### src/rtl/mem_ctrl_pkg.sv
// Shared definitions for the memory access controller: mem_func codes,
// FSM state encoding and byte-enable / lane constants.
package mem_ctrl_pkg;

    localparam int ADDR_W    = 32;
    localparam int DATA_W    = 32;
    localparam int BE_W      = 4;
    localparam int LANE_BITS = 8;

    // mem_func codes shared with the MEM stage decoder
    localparam logic [2:0] MF_BS = 3'd0;
    localparam logic [2:0] MF_HS = 3'd1;
    localparam logic [2:0] MF_WD = 3'd2;
    localparam logic [2:0] MF_WL = 3'd3;
    localparam logic [2:0] MF_WR = 3'd4;

    localparam logic [BE_W-1:0] BE_ALL     = 4'b1111;
    localparam logic [BE_W-1:0] BE_BYTE0   = 4'b0001;
    localparam logic [BE_W-1:0] BE_LO_HALF = 4'b0011;
    localparam logic [BE_W-1:0] BE_HI_HALF = 4'b1100;

    typedef enum logic [1:0] {
        S_IDLE  = 2'd0,
        S_ISSUE = 2'd1,
        S_RESP  = 2'd2
    } state_e;

endpackage

### src/rtl/mem_lane_gen.sv
// Combinational byte-enable, store-lane alignment and misalignment detection
// for one access, derived from mem_func and the low address bits.
module mem_lane_gen
    import mem_ctrl_pkg::*;
(
    input  logic [2:0]        func,
    input  logic [1:0]        addr_lo,
    input  logic [DATA_W-1:0] wdata,
    output logic [BE_W-1:0]   byte_en,
    output logic [DATA_W-1:0] lane_data,
    output logic              misaligned
);

    always_comb begin
        byte_en    = BE_ALL;
        lane_data  = wdata;
        misaligned = 1'b0;
        case (func)
            MF_BS: begin
                byte_en   = BE_BYTE0 << addr_lo;
                lane_data = {4{wdata[7:0]}};
            end
            MF_HS: begin
                byte_en    = addr_lo[1] ? BE_HI_HALF : BE_LO_HALF;
                lane_data  = {2{wdata[15:0]}};
                misaligned = addr_lo[0];
            end
            // WL/WR are the partial-word halves of an unaligned word access
            MF_WL: begin
                byte_en   = BE_ALL >> addr_lo;
                lane_data = wdata >> (LANE_BITS * addr_lo);
            end
            MF_WR: begin
                byte_en   = BE_ALL << (2'd3 - addr_lo);
                lane_data = wdata << (LANE_BITS * (2'd3 - addr_lo));
            end
            default: begin
                misaligned = (addr_lo != 2'b00);
            end
        endcase
    end

endmodule

### src/rtl/mem_access_ctrl.sv
// MEM-stage memory access controller: issues one bus access per request and
// stalls the pipeline until the response. Optional ISSUE timeout: MEM_TIMEOUT_EN.
//
//   state   | meaning
//   S_IDLE  | waiting for ReqValid; decode, register bus fields, check alignment
//   S_ISSUE | MemReq held with stable bus fields until MemAck (or timeout)
//   S_RESP  | RespValid for one cycle with LoadData/AddrErr/BusErr, then IDLE
module mem_access_ctrl
    import mem_ctrl_pkg::*;
#(
    parameter int TIMEOUT_CYCLES = 16
) (
    input  logic              Clock,
    input  logic              Reset,
    input  logic              ReqValid,
    input  logic              IsStore,
    input  logic [2:0]        MemfuncIn,
    input  logic [ADDR_W-1:0] AddrIn,
    input  logic [DATA_W-1:0] WriteDataIn,
    input  logic              MemAck,
    input  logic [DATA_W-1:0] MemRData,
    output logic              MemReq,
    output logic              MemWe,
    output logic [ADDR_W-1:0] MemAddr,
    output logic [BE_W-1:0]   MemByteEn,
    output logic [DATA_W-1:0] MemWData,
    output logic              Stall,
    output logic              RespValid,
    output logic [DATA_W-1:0] LoadData,
    output logic              AddrErr,
    output logic              BusErr
);

    state_e              state_q, state_d;
    logic [ADDR_W-1:0]   addr_q, addr_d;
    logic [DATA_W-1:0]   wdata_q, wdata_d;
    logic [BE_W-1:0]     be_q, be_d;
    logic                store_q, store_d;
    logic [DATA_W-1:0]   load_q, load_d;
    logic                addr_err_q, addr_err_d;

    logic [BE_W-1:0]     lane_be;
    logic [DATA_W-1:0]   lane_data;
    logic                lane_misaligned;

    mem_lane_gen u_lane_gen (
        .func       (MemfuncIn),
        .addr_lo    (AddrIn[1:0]),
        .wdata      (WriteDataIn),
        .byte_en    (lane_be),
        .lane_data  (lane_data),
        .misaligned (lane_misaligned)
    );

`ifdef MEM_TIMEOUT_EN
    localparam int CNT_W = $clog2(TIMEOUT_CYCLES + 1);
    logic [CNT_W-1:0] cnt_q, cnt_d;
    logic             bus_err_q, bus_err_d;
    logic             timeout_hit;

    // Terminal count is reached in the ISSUE cycle that would make the count equal TIMEOUT_CYCLES
    assign timeout_hit = (state_q == S_ISSUE) && !MemAck &&
                         ((cnt_q + CNT_W'(1)) == CNT_W'(TIMEOUT_CYCLES));
`else
    logic unused_timeout_cfg;
    assign unused_timeout_cfg = (TIMEOUT_CYCLES == 0);
`endif

    always_ff @(posedge Clock or posedge Reset) begin
        if (Reset) begin
            state_q    <= S_IDLE;
            addr_q     <= '0;
            wdata_q    <= '0;
            be_q       <= '0;
            store_q    <= 1'b0;
            load_q     <= '0;
            addr_err_q <= 1'b0;
`ifdef MEM_TIMEOUT_EN
            cnt_q      <= '0;
            bus_err_q  <= 1'b0;
`endif
        end else begin
            state_q    <= state_d;
            addr_q     <= addr_d;
            wdata_q    <= wdata_d;
            be_q       <= be_d;
            store_q    <= store_d;
            load_q     <= load_d;
            addr_err_q <= addr_err_d;
`ifdef MEM_TIMEOUT_EN
            cnt_q      <= cnt_d;
            bus_err_q  <= bus_err_d;
`endif
        end
    end

    always_comb begin
        state_d    = state_q;
        addr_d     = addr_q;
        wdata_d    = wdata_q;
        be_d       = be_q;
        store_d    = store_q;
        load_d     = load_q;
        addr_err_d = addr_err_q;
`ifdef MEM_TIMEOUT_EN
        cnt_d      = cnt_q;
        bus_err_d  = bus_err_q;
`endif
        case (state_q)
            S_IDLE: begin
`ifdef MEM_TIMEOUT_EN
                cnt_d     = '0;
                bus_err_d = 1'b0;
`endif
                if (ReqValid) begin
                    addr_err_d = lane_misaligned;
                    if (lane_misaligned) begin
                        state_d = S_RESP;
                    end else begin
                        addr_d  = {AddrIn[ADDR_W-1:2], 2'b00};
                        wdata_d = IsStore ? lane_data : '0;
                        be_d    = IsStore ? lane_be : BE_ALL;
                        store_d = IsStore;
                        state_d = S_ISSUE;
                    end
                end
            end
            S_ISSUE: begin
                if (MemAck) begin
                    load_d  = MemRData;
                    state_d = S_RESP;
                end
`ifdef MEM_TIMEOUT_EN
                else if (timeout_hit) begin
                    bus_err_d = 1'b1;
                    state_d   = S_RESP;
                end else begin
                    cnt_d = cnt_q + CNT_W'(1);
                end
`endif
            end
            S_RESP: begin
                state_d = S_IDLE;
            end
            default: begin
                state_d = S_IDLE;
            end
        endcase
    end

    // MemReq decodes straight from the async-reset state flop so reset drops it at once
    assign MemReq    = (state_q == S_ISSUE);
    assign MemWe     = MemReq && store_q;
    assign MemAddr   = addr_q;
    assign MemByteEn = be_q;
    assign MemWData  = wdata_q;
    assign RespValid = (state_q == S_RESP);
    assign LoadData  = load_q;
    assign AddrErr   = RespValid && addr_err_q;
    assign Stall     = ReqValid && (state_q != S_RESP);
`ifdef MEM_TIMEOUT_EN
    assign BusErr    = RespValid && bus_err_q;
`else
    assign BusErr    = 1'b0;
`endif

endmodule

### config.mk
export PLATFORM = sky130hd
export DESIGN_NAME = mem_access_ctrl
export DESIGN_NICKNAME = d
export VERILOG_FILES = /design/src/rtl/mem_ctrl_pkg.sv /design/src/rtl/mem_lane_gen.sv /design/src/rtl/mem_access_ctrl.sv
export SDC_FILE = /design/constraint.sdc
export NUM_CORES = 1
export LEC_CHECK = 0
export BUFFER_PORTS_ARGS = -buffer_cell sky130_fd_sc_hd__buf_2
export CORE_UTILIZATION = 50
export DETAILED_ROUTE_END_ITERATION = 10
export PLACE_DENSITY = 0.89
export SKIP_LAST_GASP = 1
export SLEW_MARGIN = 20
export SYNTH_ARGS = -nofsm -noshare
export SYNTH_HDL_FRONTEND = slang
export SYNTH_SLANG_ARGS = --single-unit
### constraint.sdc
create_clock -name Clock -period 3.8 [get_ports Clock]
set_clock_uncertainty 0.2 [all_clocks]
set_input_delay 0.19 -clock Clock [delete_from_list [all_inputs] [get_ports Clock]]
set_output_delay 0.19 -clock Clock [all_outputs]
set_load 0.01 [all_outputs]
==> impl_metrics.prom <==
# TYPE chip_impl_metric gauge
chip_impl_metric{name="place_area",unit="sq mm"} 0.006753
chip_impl_metric{name="overflow",unit=""} 0
chip_impl_metric{name="met1_usage",unit="%"} 40.37
chip_impl_info{name="synth_flop_cell",value="sky130_fd_sc_hd__dfrtp_1"} 1
chip_impl_metric{name="number_of_nets_in_the_layout",unit=""} 894
chip_impl_metric{name="power.sequential.fraction",unit="%"} 41.3
chip_impl_metric{name="row_cnt",unit=""} 38
chip_impl_metric{name="dr.first_iter.drc_count",unit=""} 530
chip_impl_metric{name="insertion_delay",unit="ns"} 0.35
chip_impl_metric{name="maximum_root_to_sink_buffer_count",unit=""} 2
chip_impl_metric{name="cts.clk_slew.worst_paths",unit="ns"} 0.07
chip_impl_metric{name="num_vias",unit=""} 5658
chip_impl_info{name="hold_path_class",value="in -> reg"} 1
chip_impl_metric{name="synth_fa_ha_area_share",unit="%"} 0
chip_impl_metric{name="synth_enable_flop_cells",unit=""} 0
chip_impl_metric{name="clock_tree.htree_level_count",unit=""} 3
chip_impl_metric{name="timing.final.crit_share",unit="%"} 68.31
chip_impl_info{name="startpoint_type",value="flip-flop"} 1
chip_impl_metric{name="drive_above_1_share",unit="%"} 35.35
chip_impl_metric{name="netSwitchingFraction",unit="%"} 36.60
chip_impl_metric{name="yosys-mux-area-fraction",unit="%"} 20.88
chip_impl_metric{name="area.growth.synth_to_final",unit="%"} 35.43
chip_impl_metric{name="final.min_clock_period",unit="ns"} 2.596
chip_impl_metric{name="setup_tns",unit="ns"} 0
chip_impl_metric{name="grtUsageMet2",unit="%"} 57.28
chip_impl_metric{name="synthesis.yosys.warnings",unit=""} 0
chip_impl_metric{name="final_max_slew_viol_count",unit=""} 0
chip_impl_metric{name="post_drt_wl_per_cell",unit="microns"} 20.88
chip_impl_metric{name="route.detailed.vias_per_inst",unit=""} 6.045
chip_impl_metric{name="gpl.final_weighted_congestion",unit=""} 0.8997
chip_impl_metric{name="largest_net_degree_at_the_start_of_global_routing",unit=""} 77
chip_impl_metric{name="avgSynthCellArea",unit="sq um"} 10.63
chip_impl_metric{name="arrival",unit="ns"} 2.63
chip_impl_metric{name="synth-seq-cells",unit=""} 102
chip_impl_info{name="netlist.top_cell.by_area",value="sky130_fd_sc_hd__dfrtp_1"} 1
chip_impl_metric{name="p_per_area",unit="mW/mm^2"} 568.6
chip_impl_info{name="cts_tree",value="built"} 1
chip_impl_metric{name="sw_pwr",unit="uW"} 1611
chip_impl_info{name="worst_path_max_delay_cell",value="sky130_fd_sc_hd__nand2_2"} 1
chip_impl_info{name="post-synth-top-count-cell",value="sky130_fd_sc_hd__dfrtp_1"} 1
chip_impl_metric{name="combPwrFrac",unit="%"} 38.4
chip_impl_metric{name="synthesis.instances",unit=""} 538
chip_impl_info{name="type_of_element_capturing_the_critical_path",value="flip-flop"} 1
chip_impl_metric{name="intPower",unit="uW"} 2791
chip_impl_metric{name="chipWidth",unit="microns"} 108.9
chip_impl_metric{name="fmax",unit="MHz"} 385.2
chip_impl_metric{name="p_total",unit="uW"} 4402
chip_impl_metric{name="antenna_violating_nets_post_route",unit=""} 0
chip_impl_metric{name="synthesis.area",unit="sq mm"} 0.005717
chip_impl_metric{name="cp.buffers_inverters",unit=""} 1
chip_impl_metric{name="report.final.setup_viol",unit=""} 0
chip_impl_metric{name="largest_incremental_delay_on_the_critical_path",unit="ns"} 0.61
chip_impl_info{name="largest_family_of_logic_cells_by_synthesized_area",value="multiplexers"} 1
chip_impl_metric{name="slew-limit-headroom",unit="%"} 38.64
chip_impl_metric{name="drt_drc_violations_left",unit=""} 0
chip_impl_metric{name="synth_simple_gate_area_share",unit="%"} 10.40
chip_impl_info{name="synth_area_leaders",value="sky130_fd_sc_hd__dfrtp_1 45%, sky130_fd_sc_hd__mux2_2 7.7%, sky130_fd_sc_hd__mux2i_1 7.2%, sky130_fd_sc_hd__mux2_1 5.5%, sky130_fd_sc_hd__o21ai_0 3.8%"} 1
chip_impl_metric{name="grt_antenna_before_repair",unit=""} 1
chip_impl_metric{name="fill_cells",unit=""} 756
chip_impl_metric{name="totalWireLength",unit="microns"} 19550
chip_impl_metric{name="number_of_optimization_iterations_in_the_first_detailed_route_pass",unit=""} 6
chip_impl_info{name="crit_type",value="reg -> reg"} 1
chip_impl_metric{name="p_leak",unit="uW"} 0.003627
chip_impl_metric{name="globalRouteMet3Util",unit="%"} 6.874
chip_impl_metric{name="regArea",unit="sq mm"} 0.002552
chip_impl_metric{name="tightest_slew",unit="ns"} 0.9128
chip_impl_info{name="run_status",value="completed"} 1
chip_impl_info{name="crit_family",value="simple AND/OR/NAND/NOR gates"} 1
chip_impl_metric{name="die-height",unit="microns"} 108.9
chip_impl_metric{name="seq_area_frac_synth",unit="%"} 44.65
chip_impl_metric{name="gr-usage-all-layers",unit="%"} 33.66
chip_impl_metric{name="final_cell_area",unit="sq mm"} 0.007742
chip_impl_metric{name="synth.distinct_cells",unit=""} 55
chip_impl_metric{name="crit_required",unit="ns"} 3.84
chip_impl_metric{name="max_cap_viol_count",unit=""} 0
chip_impl_metric{name="synth.top_cell.area_share",unit="%"} 44.65
chip_impl_info{name="list_of_most_frequent_post_synthesis_cells",value="102 x sky130_fd_sc_hd__dfrtp_1, 43 x sky130_fd_sc_hd__o21ai_0, 41 x sky130_fd_sc_hd__mux2i_1, 39 x sky130_fd_sc_hd__mux2_2, 30 x sky130_fd_sc_hd__nand3_1"} 1
chip_impl_metric{name="floorplan.die_area",unit="sq mm"} 0.01186
chip_impl_metric{name="ys_async_sr_fraction",unit="%"} 100.0
chip_impl_info{name="critical_path.cell_chain",value="nor3b_2, nand2_1, buf_4, nand2_2, mux2_2"} 1
chip_impl_info{name="grt_setup_unrepaired",value="false"} 1
chip_impl_info{name="grt_busiest_layer",value="met2"} 1
chip_impl_metric{name="io_pins",unit=""} 210
chip_impl_metric{name="grt_pass1_wl",unit="microns"} 29950
chip_impl_metric{name="synth_compound_gate_area_share",unit="%"} 18.78
chip_impl_info{name="clockRootBuffer",value="sky130_fd_sc_hd__clkbuf_16"} 1
chip_impl_metric{name="power_frac_clock",unit="%"} 20.3
chip_impl_metric{name="multiInputGateArea",unit="sq mm"} 0.002875
chip_impl_metric{name="io_buffers",unit=""} 206
chip_impl_metric{name="hold_viol_final",unit=""} 0
chip_impl_metric{name="starting_density",unit="%"} 52.05
chip_impl_metric{name="numClockSinks",unit=""} 102
chip_impl_metric{name="ir_worst_vdd",unit="V"} 0.0005521
chip_impl_metric{name="design.core.area",unit="sq mm"} 0.01098
chip_impl_metric{name="cts_inserted_buffers",unit=""} 9
chip_impl_metric{name="dpl.hpwl",unit="microns"} 12420
chip_impl_metric{name="synth_xor_xnor_area_share",unit="%"} 0
chip_impl_metric{name="vias_in_the_first_global_route",unit=""} 5672
chip_impl_metric{name="worst-path-max-fanout",unit=""} 33
chip_impl_metric{name="postCtsResizedCells",unit=""} 0
-- power groups by stage --
stage          combinational, uW  clock [uW]  sequential [uW]
2_1_floorplan                668           0             2000
3_5_place_dp                1590           0             1800
4_1_cts                     1660         888             1790
3_3_place_gp                1540           0             1770
5_1_grt                     1810         939             1860
6_report                    1690         894             1820
-- timing repair --
action | in CTS | in global routing
setup buffers | 0 | 0
hold buffers | 71 | 0
endpoints found under the hold margin | 145 | 0
-- worst register-to-register path: stages (launching register included) --
cell and delay (ns):
sky130_fd_sc_hd__dfrtp_1 0.42, sky130_fd_sc_hd__nor3b_2 0.42, sky130_fd_sc_hd__nand2_1 0.11, sky130_fd_sc_hd__buf_4 0.27, sky130_fd_sc_hd__nand2_2 0.62, sky130_fd_sc_hd__mux2_2 0.44
-- kinds of logic after synthesis --
group	after synthesis
other	1
flip-flops	102
AND/OR/NAND/NOR	108
buffers and inverters	63
multiplexers	110
AO/OA/AOI/OAI	154
-- per-layer routing --
metal	vias to the layer above	wire (microns)
met1	2718	7071
li1	2513	-
met3	62	1939
met4	0	783
met5	-	0
met2	365	9750
-- cell usage in the layout, fill, tap and decap left out, drive strengths merged, types with 12 or more instances in the layout --
cell type,netlist,final
buf,28,212
dfrtp,102,102
dlygate4sd3,0,71
mux2,68,68
o21ai,48,48
mux2i,42,42
nand3,30,30
nor2,26,26
inv,19,21
o31ai,20,20
o22ai,13,13
nand2,13,13
a211oi,12,12
-- flip-flops by register name (all words and copies together), names as in the netlist --
register and cells:
LoadData 32, MemWData 32, MemAddr 30, MemByteEn 4, state_q 2, addr_err_q 1, store_q 1
-- per-stage QoR --
step	hold slack [ns]	utilization [%]	instances	worst slack, ns
after floorplan	0.09725	-	540	0.7345
after global placement	0.1955	61.46	848	1.087
after detailed placement	0.2125	61.48	848	0.9183
after CTS	0.004392	70.47	935	1.254
after global routing	0.01685	70.49	936	1.072
final	0.01760	70.49	936	1.204
-- area by class of cell --
cell class,instances,area share [%]
multi-input combinational,375,37.14
timing repair buffer,283,23.08
antenna,1,0.03232
inverter,19,0.9535
clock inverter,5,0.5656
sequential,102,32.97
tap,140,2.262
clock buffer,11,3.006
-- final timing paths --
check / startpoint / endpoint / slack [ns] / cells past startpoint
hold reg to reg: MemAddr[5] / MemAddr[5] / 0.29 / 1
hold / removal: WriteDataIn[28] / MemWData[28] / 0.02 / 3
setup reg to reg: state_q[1] / MemAddr[8] / 1.20 / 5
setup / recovery: state_q[1] / MemAddr[8] / 1.20 / 5
min in group asynchronous: Reset / MemAddr[17] / 0.44 / 3
max in group asynchronous: Reset / LoadData[4] / 2.08 / 4
Power figures use the tool's default switching activity.
